<file path="src/rtl/image_scan_ctrl_pkg.sv">
// Shared definitions for the image scan controller.
// Holds the default image geometry, the ROM address and pixel widths,
// the frame-size constant and the scan FSM state type.
package img_pkg;

  localparam int IMG_W      = 400;
  localparam int IMG_H      = 266;
  localparam int ADDR_W     = 17;
  localparam int PIX_W      = 24;
  localparam int FRAME_SIZE = IMG_W * IMG_H;

  // Number of sideband flag bits carried with each pixel: sof, eol, eof.
  localparam int FLAG_W = 3;

  typedef enum logic [1:0] {
    IDLE,
    RUN,
    DRAIN,
    DONE
  } scan_state_t;

endpackage

</file>
<file path="src/rtl/img_skid_fifo.sv">
// Two-entry FIFO that decouples ROM reads from downstream backpressure.
// Ports:
//   clk, rst      - rising-edge clock, synchronous active-low reset
//   push, data    - write strobe and write word
//   pop           - read strobe (ignored when empty)
//   head          - word at the head of the FIFO
//   full, empty   - occupancy status
//   count         - current occupancy (0..2)
module img_skid_fifo #(
  parameter int WIDTH = 27
) (
  input  logic             clk,
  input  logic             rst,
  input  logic             push,
  input  logic [WIDTH-1:0] data,
  input  logic             pop,
  output logic [WIDTH-1:0] head,
  output logic             full,
  output logic             empty,
  output logic [1:0]       count
);

  logic [WIDTH-1:0] mem [2];
  logic             wr_ptr;
  logic             rd_ptr;
  logic             do_push;
  logic             do_pop;

  assign full  = (count == 2'd2);
  assign empty = (count == 2'd0);
  assign head  = mem[rd_ptr];

  // A push into a full FIFO is accepted only when the head leaves in the
  // same cycle; the freed slot is the one the write pointer points at.
  assign do_pop  = pop && !empty;
  assign do_push = push && (!full || do_pop);

  // Storage, pointers and occupancy. Simultaneous push and pop keep the
  // count unchanged.
  always_ff @(posedge clk) begin
    if (!rst) begin
      mem[0] <= '0;
      mem[1] <= '0;
      wr_ptr <= 1'b0;
      rd_ptr <= 1'b0;
      count  <= 2'd0;
    end else begin
      if (do_push) begin
        mem[wr_ptr] <= data;
        wr_ptr      <= ~wr_ptr;
      end
      if (do_pop) begin
        rd_ptr <= ~rd_ptr;
      end
      case ({do_push, do_pop})
        2'b10:   count <= count + 1'b1;
        2'b01:   count <= count - 1'b1;
        default: count <= count;
      endcase
    end
  end

endmodule

</file>
<file path="src/rtl/image_scan_ctrl.sv">
// Image scan controller: walks a pixel ROM in raster order and streams
// the pixels out on a valid/ready interface with frame/line flags.
// Ports:
//   clk, rst            - rising-edge clock, synchronous active-low reset
//   start               - one-cycle frame-start request (honoured in IDLE)
//   rom_en, rom_addr    - ROM read strobe and address
//   rom_pixel           - ROM data, valid one cycle after rom_en
//   out_valid/out_ready - output handshake
//   out_pixel           - pixel data
//   out_sof/eol/eof     - first-of-frame, last-of-line, last-of-frame
//   busy                - controller is not idle
//   done                - one-cycle pulse at frame completion
// Configuration macro IMG_SCAN_CONTINUOUS_EN: when defined, the scan wraps
// back to address 0 after the last pixel and never leaves RUN.
module image_scan_ctrl #(
  parameter int IMG_W  = img_pkg::IMG_W,
  parameter int IMG_H  = img_pkg::IMG_H,
  parameter int ADDR_W = img_pkg::ADDR_W,
  parameter int PIX_W  = img_pkg::PIX_W
) (
  input  logic              clk,
  input  logic              rst,
  input  logic              start,
  output logic              rom_en,
  output logic [ADDR_W-1:0] rom_addr,
  input  logic [PIX_W-1:0]  rom_pixel,
  output logic              out_valid,
  input  logic              out_ready,
  output logic [PIX_W-1:0]  out_pixel,
  output logic              out_sof,
  output logic              out_eol,
  output logic              out_eof,
  output logic              busy,
  output logic              done
);
  import img_pkg::*;

  localparam int XW = (IMG_W > 1) ? $clog2(IMG_W) : 1;
  localparam int YW = (IMG_H > 1) ? $clog2(IMG_H) : 1;
  localparam logic [ADDR_W-1:0] LAST_ADDR = ADDR_W'(IMG_W * IMG_H - 1);
  localparam logic [XW-1:0]     X_LAST    = XW'(IMG_W - 1);
  localparam logic [YW-1:0]     Y_LAST    = YW'(IMG_H - 1);
  localparam int                FIFO_W    = PIX_W + FLAG_W;

  scan_state_t       state;
  scan_state_t       next_state;
  logic [ADDR_W-1:0] addr;
  logic [XW-1:0]     x;
  logic [YW-1:0]     y;
  logic              at_last;
  logic [2:0]        issue_flags;
  logic              inflight;
  logic [2:0]        inflight_flags;
  logic [2:0]        room_used;
  logic              pop;
  logic              fifo_push;
  logic [FIFO_W-1:0] fifo_head;
  logic              fifo_full;
  logic              fifo_empty;
  logic [1:0]        fifo_count;

  assign rom_addr = addr;
  assign at_last  = (addr == LAST_ADDR);
  assign busy     = (state != IDLE);
  assign done     = (state == DONE);
  assign pop      = out_ready && !fifo_empty;

  // Flags are computed from the raster position at issue time and travel
  // alongside the read so they land in the FIFO with their pixel.
  assign issue_flags = {(x == '0) && (y == '0), (x == X_LAST), (x == X_LAST) && (y == Y_LAST)};

  // Occupancy the FIFO will have after this edge, counting the read that
  // returns now and any beat leaving now. A new read is only launched when
  // that leaves room for it, which bounds outstanding pixels at two while
  // still allowing one read per cycle when the output drains every cycle.
  always_comb begin
    room_used = 3'(fifo_count) + 3'(inflight) - 3'(pop);
    rom_en    = (state == RUN) && (room_used < 3'd2);
  end

  // Next-state logic. DRAIN finishes once nothing remains after this edge,
  // so DONE lands in the cycle right after the eof beat is accepted.
  always_comb begin
    next_state = state;
    unique case (state)
      IDLE: begin
        if (start) next_state = RUN;
      end
      RUN: begin
`ifdef IMG_SCAN_CONTINUOUS_EN
        next_state = RUN;
`else
        if (rom_en && at_last) next_state = DRAIN;
`endif
      end
      DRAIN: begin
        if (!inflight && (room_used == 3'd0)) next_state = DONE;
      end
      DONE: begin
        next_state = IDLE;
      end
      default: begin
        next_state = IDLE;
      end
    endcase
  end

  // State register.
  always_ff @(posedge clk) begin
    if (!rst) state <= IDLE;
    else      state <= next_state;
  end

  // Address and raster position advance together on every issued read and
  // wrap to the frame origin after the last pixel.
  always_ff @(posedge clk) begin
    if (!rst) begin
      addr <= '0;
      x    <= '0;
      y    <= '0;
    end else if (rom_en) begin
      if (at_last) begin
        addr <= '0;
        x    <= '0;
        y    <= '0;
      end else begin
        addr <= addr + 1'b1;
        if (x == X_LAST) begin
          x <= '0;
          y <= y + 1'b1;
        end else begin
          x <= x + 1'b1;
        end
      end
    end
  end

  // One-deep record of the read whose data arrives from the ROM next cycle.
  always_ff @(posedge clk) begin
    if (!rst) begin
      inflight       <= 1'b0;
      inflight_flags <= '0;
    end else begin
      inflight       <= rom_en;
      inflight_flags <= issue_flags;
    end
  end

  assign fifo_push = inflight && (!fifo_full || pop);

  img_skid_fifo #(
    .WIDTH (FIFO_W)
  ) u_fifo (
    .clk   (clk),
    .rst   (rst),
    .push  (fifo_push),
    .data  ({inflight_flags, rom_pixel}),
    .pop   (pop),
    .head  (fifo_head),
    .full  (fifo_full),
    .empty (fifo_empty),
    .count (fifo_count)
  );

  // Output beat comes straight from the FIFO head; data and flags read as
  // zero whenever no beat is presented.
  always_comb begin
    out_valid = !fifo_empty;
    out_pixel = fifo_empty ? '0 : fifo_head[PIX_W-1:0];
    out_sof   = !fifo_empty && fifo_head[PIX_W+2];
    out_eol   = !fifo_empty && fifo_head[PIX_W+1];
    out_eof   = !fifo_empty && fifo_head[PIX_W];
  end

endmodule
</file>
<file path="config.mk">
export PLATFORM = sky130hd
export DESIGN_NAME = image_scan_ctrl
export DESIGN_NICKNAME = d
export VERILOG_FILES = /design/src/rtl/image_scan_ctrl_pkg.sv /design/src/rtl/img_skid_fifo.sv /design/src/rtl/image_scan_ctrl.sv
export SDC_FILE = /design/constraint.sdc
export NUM_CORES = 1
export LEC_CHECK = 0
export ABC_AREA = 1
export CAP_MARGIN = 20
export CORE_UTILIZATION = 54
export CTS_CLUSTER_DIAMETER = 40
export DETAILED_ROUTE_END_ITERATION = 16
export PLACE_DENSITY = 0.8
export SLEW_MARGIN = 30
export SYNTH_ARGS = -nofsm -noshare
export SYNTH_HDL_FRONTEND = slang
export SYNTH_SLANG_ARGS = --single-unit
</file>
<file path="constraint.sdc">
create_clock -name clk -period 5.2 [get_ports clk]
set_clock_uncertainty 0.2 [all_clocks]
set_input_delay 1.3 -clock clk [delete_from_list [all_inputs] [get_ports clk]]
set_output_delay 1.3 -clock clk [all_outputs]
set_load 0.02 [all_outputs]
</file>
== Word level (Yosys, flattened, before mapping) ==
Memory sizes are Yosys's and may differ from the RTL's. A register that Yosys moved wholly into a read port is not among the register bits.
Cells that the tools add are included.
Storage, ports and cells
  register bits after elaboration: 45
  bits in writable memories: 54
  input bits: 28
  output and inout port bits: 48
  memories: 1
Operators by class
  add/sub/neg operators: 7
  $lt $le $gt $ge: 1
  eq/ne operators: 12
  mux-type cells: 20
  bitwise logic cells: 2
  reduce and logical (&&, ||, !) cells: 28
Memory list
  u_fifo.mem: depth 2, bits a word 27, read ports 1, clocked after memory_dff 1, write ports 2, RTL line img_skid_fifo.sv:23  | logic [WIDTH-1:0] mem [2];
Operators by type and width (number)
  $mux 9: 4
  $mux 27: 1
  $reduce_or 27->1: 1
  $mux 24: 1
  $add 9x1->9 const B: 2
  $eq 9x9->1 const B: 2
  $logic_not 9->1: 2
  $add 17x1->17 const B: 1
  $eq 17x17->1 const B: 1
  $mux 17: 1
  $logic_and 1x1->1: 12
  $eq 2x2->1 const B: 4
  $mux 1: 8
  $pmux 2 s4: 1
  $mux 2: 3
  $reduce_bool 2->1: 3
  $eq 2x1->1 const B: 2
  $logic_not 2->1: 2
  $ne 2x2->1 const B: 2
  $pmux 2 s2: 1
  $add 2x1->3: 1
  $logic_not 1->1: 3
  $logic_not 3->1: 1
  $lt 3x2->1 const B: 1
  8 further kinds: 10

== Logic depth before layout (Yosys ltp) ==
  depth after elaboration: 11
  depth in mapped cells: 15
  depth with buffers taken out: 15

== By module ==
From an unflattened synthesis, not the netlist that was laid out.
Second synthesis, totals
  cell total of the unflattened synthesis: 633
  area total of the unflattened synthesis: 5265.0 um2
Modules (own cells, without submodules)
  img_skid_fifo: instances 1, cells an instance 211, area each 2641.3 um2
  image_scan_ctrl: instances 1, cells an instance 422, area each 2623.8 um2

== Least setup slack after synthesis ==
Ideal clock, no wire load.
  kind: input-to-output
  start: input out_ready
  end: output rom_en
  arrival time: 3.091 ns
  required time: 3.700 ns
  path slack: 0.609 ns
  cell stages on the path: 10
  path buffers: 1
  path through: inv_1 > nor2_1 > ha_1 > inv_1 > ha_1 > fa_1 > inv_1 > nand2_1 > nor3_4 > buf_6
Between the ends
  longest elaborated chain between the ends: 4
Ends and longest elaborated chain
  start, declared: RTL line image_scan_ctrl.sv:28  | input logic out_ready,
  $logic_and 1x1->1: RTL line image_scan_ctrl.sv:66  | assign pop = out_ready && !fifo_empty;
  $sub 3x1->3: RTL line image_scan_ctrl.sv:77  | room_used = 3'(fifo_count) + 3'(inflight) - 3'(pop);
  $lt 3x2->1: RTL line image_scan_ctrl.sv:78  | rom_en = (state == RUN) && (room_used < 3'd2);
  $logic_and 1x1->1: RTL line image_scan_ctrl.sv:78
  end, declared: RTL line image_scan_ctrl.sv:24  | output logic rom_en,
No other way between the ends.

== Final worst setup path ==
Same ends and word-level chain as after synthesis.

==> flow_metrics.env <==
export IMPL_hpwlAfterDp_um=7352
export IMPL_crit_path_end_kind="primary output"
export IMPL_cts_tree="yes"
export IMPL_grt_pass1_vias=4086
export IMPL_antenna_cells=0
export IMPL_synth_flop_cell="edfxtp_1"
export IMPL_tightest_slew_ns=0.7936
export IMPL_yosys_warnings=0
export IMPL_die_x_um=97.57
export IMPL_insertion_delay_ns=0.37
export IMPL_root_buffer="clkbuf_8"
export IMPL_track_usage=0.2316
export IMPL_timing_final_hold_violations=0
export IMPL_arrival_ns=3.56
export IMPL_layout_commonest_cell="nand2_1"
export IMPL_fin_crit_sh=0.9737
export IMPL_cp_start_kind="input port"
export IMPL_synth_top_cell_area_share=0.3288
export IMPL_io_pins=76
export IMPL_max_freq_ghz=0.1975
export IMPL_cts_hold_buf=0
export IMPL_rsz0062_at_grt="no"
export IMPL_r2r_cells=15
export IMPL_maxCapViolCount=0
export IMPL_fin_crit_ns=5.063
export IMPL_num_rows=34
export IMPL_finalSetupViolCount=0
export IMPL_numCtsBuffers=9
export IMPL_clockBufferDepth=2
export IMPL_synth_area_leaders="edfxtp_1 33%, dfxtp_1 19%, nand2_1 11%"
export IMPL_die_area_mm2=0.009520
export IMPL_syn_avg_cell_area_um2=7.981
export IMPL_fillers=732
export IMPL_min_from="u_fifo.rd_ptr$_SDFFE_PN0P_"
export IMPL_criticalPathCategory="input port to primary output"
export IMPL_rrSetupSlack_ns=1.52
export IMPL_synth_fp_nets=661
export IMPL_clkTransAtPathRegs_ns=0.10
export IMPL_wirelength_um=10560
export IMPL_finalNetCount=739
export IMPL_synth_top_area_cell="edfxtp_1"
export IMPL_cts_sinks=100
export IMPL_pre_cts_slack_ns=-0.2032
export IMPL_wire_per_inst_um=13.06
export IMPL_slew_violations=0
export IMPL_die_y_um=97.57
export IMPL_tns_ns=0
export IMPL_num_vias=4266
export IMPL_viasPerCell=5.273
export IMPL_r2r_end="y[8]$_SDFFE_PN0P_"
export IMPL_htreeDepth=3
export IMPL_antenna_found_initial=0
export IMPL_final_cell_mix="140 x nand2_1, 120 x nor2_1, 84 x inv_1"
export IMPL_grt_max_degree=30
export IMPL_drtPass1Iterations=4
export IMPL_start_util=0.5628
export IMPL_synthToLayoutAreaGrowth_pct=21.31
export IMPL_r2r_start="u_fifo.count[1]$_SDFFE_PN0P_"
export IMPL_final_util=0.6828
export IMPL_irDropWorstVdd_uv=148.6
export IMPL_final_layout_size_suffix_gt1_frac=0.06419
export IMPL_status="finished, final reports clean"
export IMPL_ys_ff_latch=100
export IMPL_syn_area_mm2=0.004932
export IMPL_dp_cells=793
export IMPL_critPathRequiredTime_ns=3.70
export IMPL_synth_seq_area_share=0.5155
export IMPL_synth_edf_count=54
export IMPL_p_leak_nw=2.466
export IMPL_synthCells=618
export IMPL_p_total_mw=2.201
export IMPL_hold_path_class="flop to flop"
export IMPL_slew_headroom=0.4676
export IMPL_worst_slack_ns=0.1368
export IMPL_hold_path_depth=1
export IMPL_core_area_mm2=0.008763
export IMPL_pwr_density_cell_mw_per_mm2=367.8
export IMPL_synth_cell_type_count=30
export IMPL_globalRouteOverflowTotal=0
export IMPL_port_buffers=75
export IMPL_drc=0
export IMPL_async_flop_share=0
export IMPL_grt_pass1_wl_um=18000
export IMPL_finalNonFillerCells=809
export IMPL_final_antenna_net_count=0
export IMPL_drtIter0Drc=127
export IMPL_routabilityCongestion=0.8916
export IMPL_cp_max_fo=2
## state kept, by name (all words and copies together) (netlist names), named ones only
register	flops
u_fifo.mem	54
rom_addr	17
x	9
y	9
inflight_flags	3
state	2
u_fifo.count	2
inflight	1
u_fifo.rd_ptr	1
u_fifo.wr_ptr	1
## metrics by stage
step / instance area (µm²) / hold slack, ns
final: 5983 / 0.2673
after global routing: 5983 / 0.2964
after CTS: 5982 / 0.2641
after detailed placement: 5809 / 0.2466
after global placement: 5804 / 0.2345
after floorplan: 4932 / 0.2255
## worst max path at each step
stage / depth (start not counted) / end / from / slack, ns
final: 11 / rom_en / out_ready / 0.14
after CTS: 11 / rom_en / out_ready / 0.08
after global placement: 11 / rom_en / out_ready / -0.16
after global routing: 11 / rom_en / out_ready / 0.009
after floorplan: 10 / rom_en / out_ready / 0.61
after detailed placement: 11 / rom_en / out_ready / -0.20
## synthesized netlist by cell type (all sizes together), types with 2 or more instances
cell	n
nand2	147
buf	11
clkinv	2
xor2	6
edfxtp	54
nor4	2
a21oi	47
ha	14
nor3	10
o21ai	8
nor2	126
inv	86
nand3	31
nand4	15
dfxtp	46
clkbuf	8
## area by class of cell
| type | instances | area [µm²] | share of cell area |
|---|---|---|---|
| flip-flops and latches | 100 | 2542 | 0.4249 |
| multi-input cells | 411 | 1968 | 0.3289 |
| repair buffers | 86 | 833.3 | 0.1393 |
| inverters | 88 | 330.3 | 0.05521 |
| well taps | 108 | 135.1 | 0.02258 |
| clock buffers | 10 | 127.6 | 0.02133 |
| clock inverters | 6 | 46.29 | 0.007737 |
## worst max-delay path, cell delays in order
cell and delay (ns):
clkdlybuf4s50_1 0.46, inv_1 0.05, nor2_1 0.14, ha_1 0.25, inv_1 0.05, ha_1 0.15, fa_1 0.42, inv_1 0.09
nand2_1 0.10, nor3_4 0.20, clkdlybuf4s15_1 0.34
## where the power goes
| group | switching (mW) | internal [mW] |
|---|---|---|
| combinational | 0.488 | 0.293 |
| sequential | 0.0514 | 0.913 |
| clock | 0.278 | 0.178 |
## timing repair
action | 4_1_cts | 5_1_grt
setup endpoints to repair | 1 | 1
endpoints found under the hold margin | 0 | 0
buffers inserted | 0 | 0
resized for setup | 1 | 1
## per-layer routing
layer  vias up  track usage  routed length (µm)
met5         -            0                   0
met4         0      0.08145                 166
met1      1993       0.2868                4487
met3        17      0.04029                 651
li1       2114            -                   -
met2       142       0.4056                5257
## kinds of logic after synthesis
kind of cell	after synthesis	synth area share
buffers and inverters	107	0.08701
AO/OA/AOI/OAI	58	0.06114
XOR/XNOR	7	0.01243
flip-flops	100	0.5155
adder cells (fa/ha/maj)	15	0.03957
AND/OR/NAND/NOR	331	0.2844
Note: power is estimated with default switching activity, not from simulation.
